$ cat config.mk
export PLATFORM = sky130hd
export DESIGN_NAME = psub_serial
export DESIGN_NICKNAME = d
export VERILOG_FILES = /design/src/rtl/psub_serial.sv
export SDC_FILE = /design/constraint.sdc
export NUM_CORES = 1
export LEC_CHECK = 0
export BUFFER_PORTS_ARGS = -buffer_cell sky130_fd_sc_hd__buf_2
export CAP_MARGIN = 0
export CORE_ASPECT_RATIO = 1.25
export CORE_MARGIN = 3
export CORE_UTILIZATION = 37
export DETAILED_ROUTE_END_ITERATION = 6
export PLACE_DENSITY = 0.7
export SETUP_SLACK_MARGIN = 0.5
export SYNTH_ARGS = -nofsm -noshare
export SYNTH_HDL_FRONTEND = slang
export SYNTH_SLANG_ARGS = --single-unit
$ cat constraint.sdc
create_clock -name clk -period 3.4 [get_ports clk]
set_input_delay 0.51 -clock clk [delete_from_list [all_inputs] [get_ports clk]]
set_output_delay 0.51 -clock clk [all_outputs]
set_load 0.01 [all_outputs]
$ cat src/rtl/psub_serial.sv
// Multi-cycle lane-parallel saturating subtractor: Diff = A - B per two's-complement lane, one lane per cycle.
// Optional per-lane saturation status port is enabled by defining PSUB_LANE_STATUS_EN.
module psub_serial #(
   parameter  int LANES  = 4,
   parameter  int LANE_W = 4,
   localparam int DATA_W = LANES * LANE_W
) (
   input  logic              clk,
   input  logic              rst,
   input  logic              in_valid,
   output logic              in_ready,
   input  logic [DATA_W-1:0] A,
   input  logic [DATA_W-1:0] B,
   output logic              out_valid,
   input  logic              out_ready,
   output logic [DATA_W-1:0] Diff,
   output logic              Ovfl,
`ifdef PSUB_LANE_STATUS_EN
   output logic [LANES-1:0]  ovfl_lanes,
`endif
   output logic [1:0]        dbg_state
);

   // Handshake: a transfer happens on a rising edge where valid and ready are both high;
   // in_ready is high only in IDLE, out_valid only in DONE, and both depend on state alone.

   localparam int CNT_W = (LANES > 1) ? $clog2(LANES) : 1;
   localparam logic [CNT_W-1:0] LAST_LANE = CNT_W'(LANES - 1);

   typedef enum logic [1:0] {
      S_IDLE = 2'd0,
      S_CALC = 2'd1,
      S_DONE = 2'd2
   } state_t;

   state_t              state_q, state_d;
   logic [CNT_W-1:0]    cnt_q, cnt_d;
   logic                last_q, last_d;
   logic [DATA_W-1:0]   a_q, a_d;
   logic [DATA_W-1:0]   b_q, b_d;
   logic [DATA_W-1:0]   diff_q, diff_d;
   logic                ovfl_q, ovfl_d;
`ifdef PSUB_LANE_STATUS_EN
   logic [LANES-1:0]    lanes_q, lanes_d;
`endif

   int unsigned         lane_base;
   logic [LANE_W-1:0]   lane_a;
   logic [LANE_W-1:0]   lane_b;
   logic [LANE_W-1:0]   lane_r;
   logic [LANE_W-1:0]   lane_sat;
   logic                lane_pos;
   logic                lane_neg;

   // Shared lane adder: r = a + ~b + 1, saturated from the three sign bits.
   always_comb begin
      lane_base = int'(cnt_q) * LANE_W;
      lane_a    = a_q[lane_base +: LANE_W];
      lane_b    = b_q[lane_base +: LANE_W];
      lane_r    = lane_a + ~lane_b + LANE_W'(1);
      lane_pos  = ~lane_a[LANE_W-1] &  lane_b[LANE_W-1] &  lane_r[LANE_W-1];
      lane_neg  =  lane_a[LANE_W-1] & ~lane_b[LANE_W-1] & ~lane_r[LANE_W-1];
      if (lane_pos) begin
         lane_sat = {1'b0, {(LANE_W-1){1'b1}}};
      end else if (lane_neg) begin
         lane_sat = {1'b1, {(LANE_W-1){1'b0}}};
      end else begin
         lane_sat = lane_r;
      end
   end

   always_comb begin
      state_d = state_q;
      cnt_d   = cnt_q;
      last_d  = last_q;
      a_d     = a_q;
      b_d     = b_q;
      diff_d  = diff_q;
      ovfl_d  = ovfl_q;
`ifdef PSUB_LANE_STATUS_EN
      lanes_d = lanes_q;
`endif
      case (state_q)
         S_IDLE: begin
            if (in_valid) begin
               a_d     = A;
               b_d     = B;
               diff_d  = '0;
               ovfl_d  = 1'b0;
               cnt_d   = '0;
               last_d  = 1'b0;
`ifdef PSUB_LANE_STATUS_EN
               lanes_d = '0;
`endif
               state_d = S_CALC;
            end
         end
         S_CALC: begin
            // After the last lane is written, one more CALC cycle is spent before DONE.
            if (last_q) begin
               last_d  = 1'b0;
               state_d = S_DONE;
            end else begin
               diff_d[lane_base +: LANE_W] = lane_sat;
               ovfl_d = ovfl_q | lane_pos | lane_neg;
`ifdef PSUB_LANE_STATUS_EN
               lanes_d[cnt_q] = lane_pos | lane_neg;
`endif
               if (cnt_q == LAST_LANE) begin
                  cnt_d  = '0;
                  last_d = 1'b1;
               end else begin
                  cnt_d  = cnt_q + CNT_W'(1);
               end
            end
         end
         S_DONE: begin
            if (out_ready) begin
               state_d = S_IDLE;
            end
         end
         default: begin
            state_d = S_IDLE;
         end
      endcase
   end

   always_ff @(posedge clk or posedge rst) begin
      if (rst) begin
         state_q <= S_IDLE;
         cnt_q   <= '0;
         last_q  <= 1'b0;
         a_q     <= '0;
         b_q     <= '0;
         diff_q  <= '0;
         ovfl_q  <= 1'b0;
`ifdef PSUB_LANE_STATUS_EN
         lanes_q <= '0;
`endif
      end else begin
         state_q <= state_d;
         cnt_q   <= cnt_d;
         last_q  <= last_d;
         a_q     <= a_d;
         b_q     <= b_d;
         diff_q  <= diff_d;
         ovfl_q  <= ovfl_d;
`ifdef PSUB_LANE_STATUS_EN
         lanes_q <= lanes_d;
`endif
      end
   end

   assign in_ready   = (state_q == S_IDLE);
   assign out_valid  = (state_q == S_DONE);
   assign Diff       = diff_q;
   assign Ovfl       = ovfl_q;
`ifdef PSUB_LANE_STATUS_EN
   assign ovfl_lanes = lanes_q;
`endif
   assign dbg_state  = state_q;

endmodule
=== Word level (Yosys, flattened, before mapping) ===
Index checks and enable logic that the tools add are counted.

* Muxes and demuxes: 20
* Equal/unequal tests: 7
* Bitwise gates (word level): 10
* Shift operators: 4
* Reductions and logical operators: 6
* Add/sub/neg operators: 4

{| class="wikitable"
|+ Operators by type and width
! cell !! count
|-
| negation 4 -> 34 bit || 1
|-
| variable shift 4 x 34 -> 16 bit (first input constant) || 1
|-
| variable part select 4 x 34 -> 16 bit || 1
|-
| 2-to-1 mux 16 bit || 2
|-
| case mux 16 bit (2 select lines) || 1
|-
| variable part select 16 x 5 -> 4 bit || 2
|-
| bitwise mux 16 bit || 1
|-
| 2-to-1 mux 2 bit || 6
|-
| 2-to-1 mux 4 bit || 2
|-
| inequality test 2 bit (second input constant) || 3
|-
| case mux 2 bit (3 select lines) || 1
|-
| AND reduction 3 bit || 2
|-
| adder 4 x 1 -> 4 bit (second input constant) || 1
|-
| adder 4 bit || 1
|-
| AND 1 bit || 4
|-
| == test 2 bit (second input constant) || 2
|-
| 2-to-1 mux 1 bit || 4
|-
| NOT 4 bit || 1
|-
| case mux 1 bit (2 select lines) || 2
|-
| case mux 2 bit (2 select lines) || 1
|-
| AND reduction 2 bit || 2
|-
| NOT 1 bit || 3
|-
| adder 2 x 1 -> 2 bit (second input constant) || 1
|-
| == test 2 x 1 -> 1 bit (second input constant) || 1
|-
| 4 further kinds || 5
|}

* Logic and storage cells: 58
* Register bits: 54
* Bits of input ports: 36
* Output and inout port bits: 21

=== Longest topological paths before layout ===
* Word-level depth: 12
* Mapped depth: 9
* Mapped depth without buffers: 8

=== Worst setup path after synthesis ===
OpenSTA, ideal clock, no wires.

* Kind: reg-to-reg
* Start point: reg cnt_q[0]
* End point: reg diff_q[15] (netlist: Diff[15])
* Data arrival time: 2.405 ns
* Cell stages (with the launch flop): 9
* Slack: 0.860 ns
* Library setup time: 0.135 ns
* Path through: dfrtp_1 > buf_2 > mux4_2 > ha_1 > a21oi_1 > o21a_4 > mux2_4 > o21ai_0 > o21ai_0

* Word-level cells in the longest chain between the ends: 12

{| class="wikitable"
|+ RTL lines
! item !! line !! RTL
|-
| start, declared || 37 || <nowiki>logic [CNT_W-1:0] cnt_q, cnt_d;</nowiki>
|-
| start signal, assigned || 142 || <nowiki>cnt_q <= cnt_d;</nowiki>
|-
| variable part select 16 x 5 -> 4 bit || 59 || <nowiki>lane_b = b_q[lane_base +: LANE_W];</nowiki>
|-
| NOT 4 bit || 60 || <nowiki>lane_r = lane_a + ~lane_b + LANE_W'(1);</nowiki>
|-
| adder 4 bit || 60 ||
|-
| adder 4 x 1 -> 4 bit || 60 ||
|-
| NOT 1 bit || 62 || <nowiki>lane_neg = lane_a[LANE_W-1] & ~lane_b[LANE_W-1] & ~lane_r[LANE_W-1];</nowiki>
|-
| AND 1 bit || 62 ||
|-
| 2-to-1 mux 4 bit || 65 || <nowiki>end else if (lane_neg) begin</nowiki>
|-
| 2-to-1 mux 4 bit || 63 || <nowiki>if (lane_pos) begin</nowiki>
|-
| variable part select 4 x 34 -> 16 bit || 104 || <nowiki>diff_d[lane_base +: LANE_W] = lane_sat;</nowiki>
|-
| bitwise mux 16 bit * || 104 ||
|-
| 2-to-1 mux 16 bit * || 100 || <nowiki>if (last_q) begin</nowiki>
|-
| case mux 16 bit (2 select lines) * || 83 || <nowiki>case (state_q)</nowiki>
|-
| end signal, assigned || 146 || <nowiki>diff_q <= diff_d;</nowiki>
|-
| end, declared || 41 || <nowiki>logic [DATA_W-1:0] diff_q, diff_d;</nowiki>
|}

Every way passes the cells marked *; elsewhere a longest branch is shown, timed or not. The select of a mux whose other input is x is not followed.
A chain may end at the register's enable or synchronous reset.

=== Worst setup path in the final report ===
* Start point: reg cnt_q[0]
* End point: reg diff_q[7] (netlist: Diff[7])

The elaborated chain is that of the path after synthesis.

==> out/results.ini <==
[status]
status=complete, no violations

[finish]
drive_gt1_share_pct=41.9
antenna_cells=0
layout.nets=306
layout_common_cells=56 x buf_2, 53 x dfrtp_1, 28 x mux2_2, 19 x nand2_1, 14 x inv_1
syn2layout_area_growth_pct=17.4
layout_commonest_cell=buf_2

[power]
finalPower_mw=3.43
p_per_area_nw_per_um2=1140
max-vdd-ir-drop_uv=510
p_leak_nw=1.45

[synthesis]
synth_top_cell_area_share_pct=52.5
synth_area_leaders=dfrtp_1 53%, mux2_2 12%, mux4_2 7.0%, ha_1 4.4%, nand2_1 2.8%
synth_largest_area_cell=dfrtp_1
netlist_instances=200
syn_nets=246
synth_area_per_cell_um2=12.9
yosysWarnings=0
ys_types=33
ys_ff_latch=54
synth.cell_area_um2=2570
synth.yosys.seq_area_share_pct=52.5

[global_routing]
grt_max_degree=45
first_global_vias=1799
track_usage_pct=13.7
antenna_found_initial=0
grt_overflow=0
grt_pass1_wl_um=8550

[clocking]
clock-sinks=54
clockRootBuffer=clkbuf_8
hold_buffers=0
clk_path_buf_depth=2
h-tree-depth=2
cts_tree=built
post_cts_buffers=0
clk_pin_slew_worst_paths_ns=0.09
numCtsBuffers=5
insertion_delay_ns=0.31

[drt]
routed_wl_um=4990
dr.pass1.iters=4
avgRoutedWirePerCell_um=14.4
via_count=1728
ant_nets=0
drc_errors=0
routed_via_density=4.98
drt_iter0_markers=46

[job]
drv_cap=0

[critical_path]
crit_path_end_kind=flip-flop
crit_path_cell_trace=mux4_2 > ha_1 > a21oi_1 > o21a_4 > mux2_4 > o21ai_0 > o21ai_0
cp_slowest_cell=dfrtp_2
cp-start-kind=flip-flop
cp_max_fo=13
worst_ep_arrival_time_ns=2.85
worstPathRequired_ns=3.57
critPathKind=flip-flop to flip-flop
critical_path.max_stage_delay_ns=0.59
cp_common_cell=o21ai_0

[timing]
layout_setup_ws_ns=0.724
fmax_mhz=374
layout_min_cycle_time_ns=2.68
rsz0062_at_grt=false
fin_hold_ws_ns=0.388
slew_viol_final=0
period_share_pct=78.7
slew_headroom_pct=40.4
setup_viol=0
fin_tns_setup_ns=0
skew_ns=0.00990
worstMarginPinSlew_ns=0.893
hold_violations=0

[floorplan]
floorplan.initialDensity_pct=38.7
ios=57
dieArea_um2=8000
coreArea_um2=6650
die_w_um=80.6
die_y_um=99.2
rows=33

[placement]
globalplace.congestion=0.881
port_buffers=56
hpwl_um=3820
place_ws_ns=0.498

[min_path]
min_path_type=primary input to asynchronous set/reset pin

path summary, 6_finish.rpt:
kind / from / to / slack (ns) / cells past startpoint
max: cnt_q[0]$_DFFE_PP0P_ / Diff[7]$_DFFE_PP0P_ / 0.72 / 7
min: rst / dbg_state[0]$_DFFE_PP0P_ / 0.39 / 2
max reg2reg: cnt_q[0]$_DFFE_PP0P_ / Diff[7]$_DFFE_PP0P_ / 0.72 / 7
min reg2reg: Diff[4]$_DFFE_PP0P_ / Diff[4]$_DFFE_PP0P_ / 0.48 / 2
max in group asynchronous: rst / Diff[3]$_DFFE_PP0P_ / 2.37 / 3
min in group clk: B[10] / b_q[10]$_DFFE_PP0P_ / 0.42 / 2
power breakdown:
part | internal, mW | total, mW | switching [mW]
Sequential | 0.914 | 1.11 | 0.198
Clock | 0.141 | 0.348 | 0.207
Combinational | 0.942 | 1.97 | 1.03
Total | 2.00 | 3.43 | 1.43
flip-flops by register name, summed over array words and instances, names as in the netlist:
register   flops
cnt_q          2
last_q         1
dbg_state      2
a_q           16
Ovfl           1
Diff          16
b_q           16
critical path: cells and delay by family, from the launching register on:
kind / cells / cell delay [ns]
mux: 2 / 0.89
flops: 1 / 0.59
fa+ha+maj: 1 / 0.35
compound gates: 4 / 0.70
cells in the mapped netlist:
library cell,instances
nor3_1,3
and2_1,1
nor2b_1,1
xor2_1,1
o2bb2ai_1,1
clkbuf_1,1
mux4_2,8
a22o_1,4
mux2_4,1
fa_1,1
dfrtp_1,54
nand4_1,2
mux2_1,4
nand2b_1,5
o21a_1,2
nor2_1,6
o21ai_0,8
mux2i_4,1
o21ai_1,12
xnor2_1,1
buf_6,3
buf_4,1
ha_1,9
a21oi_2,1
nand2_1,19
nand3_1,2
a21oi_1,1
a211oi_1,1
inv_1,15
a21oi_4,1
mux2_2,28
o21a_4,1
buf_2,1
area by class of cell:
cell class | instances | area (µm²)
Clock buffer | 5 | 68.8
Clock inverter | 2 | 15.0
Fill cell | 618 | 3630
Inverter | 15 | 56.3
Multi-Input combinational cell | 125 | 1110
Sequential cell | 54 | 1350
Tap cell | 87 | 109
Timing Repair Buffer | 59 | 303
cells by family after synthesis:
kind of cell	Yosys count	share of synthesized area, %
adder cells (fa/ha/maj)	10	5.16
AO/OA/AOI/OAI	32	8.22
flip-flops	54	52.5
XOR/XNOR	2	0.681
AND/OR/NAND/NOR	39	6.81
buffers and inverters	21	4.13
multiplexers	42	22.5
routing by layer:
metal  vias up  GRT usage, %  part of all wire [%]
li1        820             -                     -
met3         6          3.44                   5.7
met5         -             0                     0
met2        50          22.9                    50
met1       852          17.1                    43
met4         0          4.55                   1.4
timing repair:
| action | in CTS | in global routing |
|---|---|---|
| gates resized for setup | 1 | 0 |
| endpoints found under the hold margin | 0 | 0 |
| endpoints found under the setup margin | 3 | 0 |
per-stage QoR:
stage | util [%] | std cells | instance area [µm²]
CTS | 45.4 | 347 | 3020
detailed placement | 44.1 | 340 | 2930
finish | 45.4 | 347 | 3020
global placement | 44.1 | 340 | 2930
floorplan | - | 200 | 2570
global route | 45.4 | 347 | 3020
Note: power is estimated with default switching activity, not from simulation.
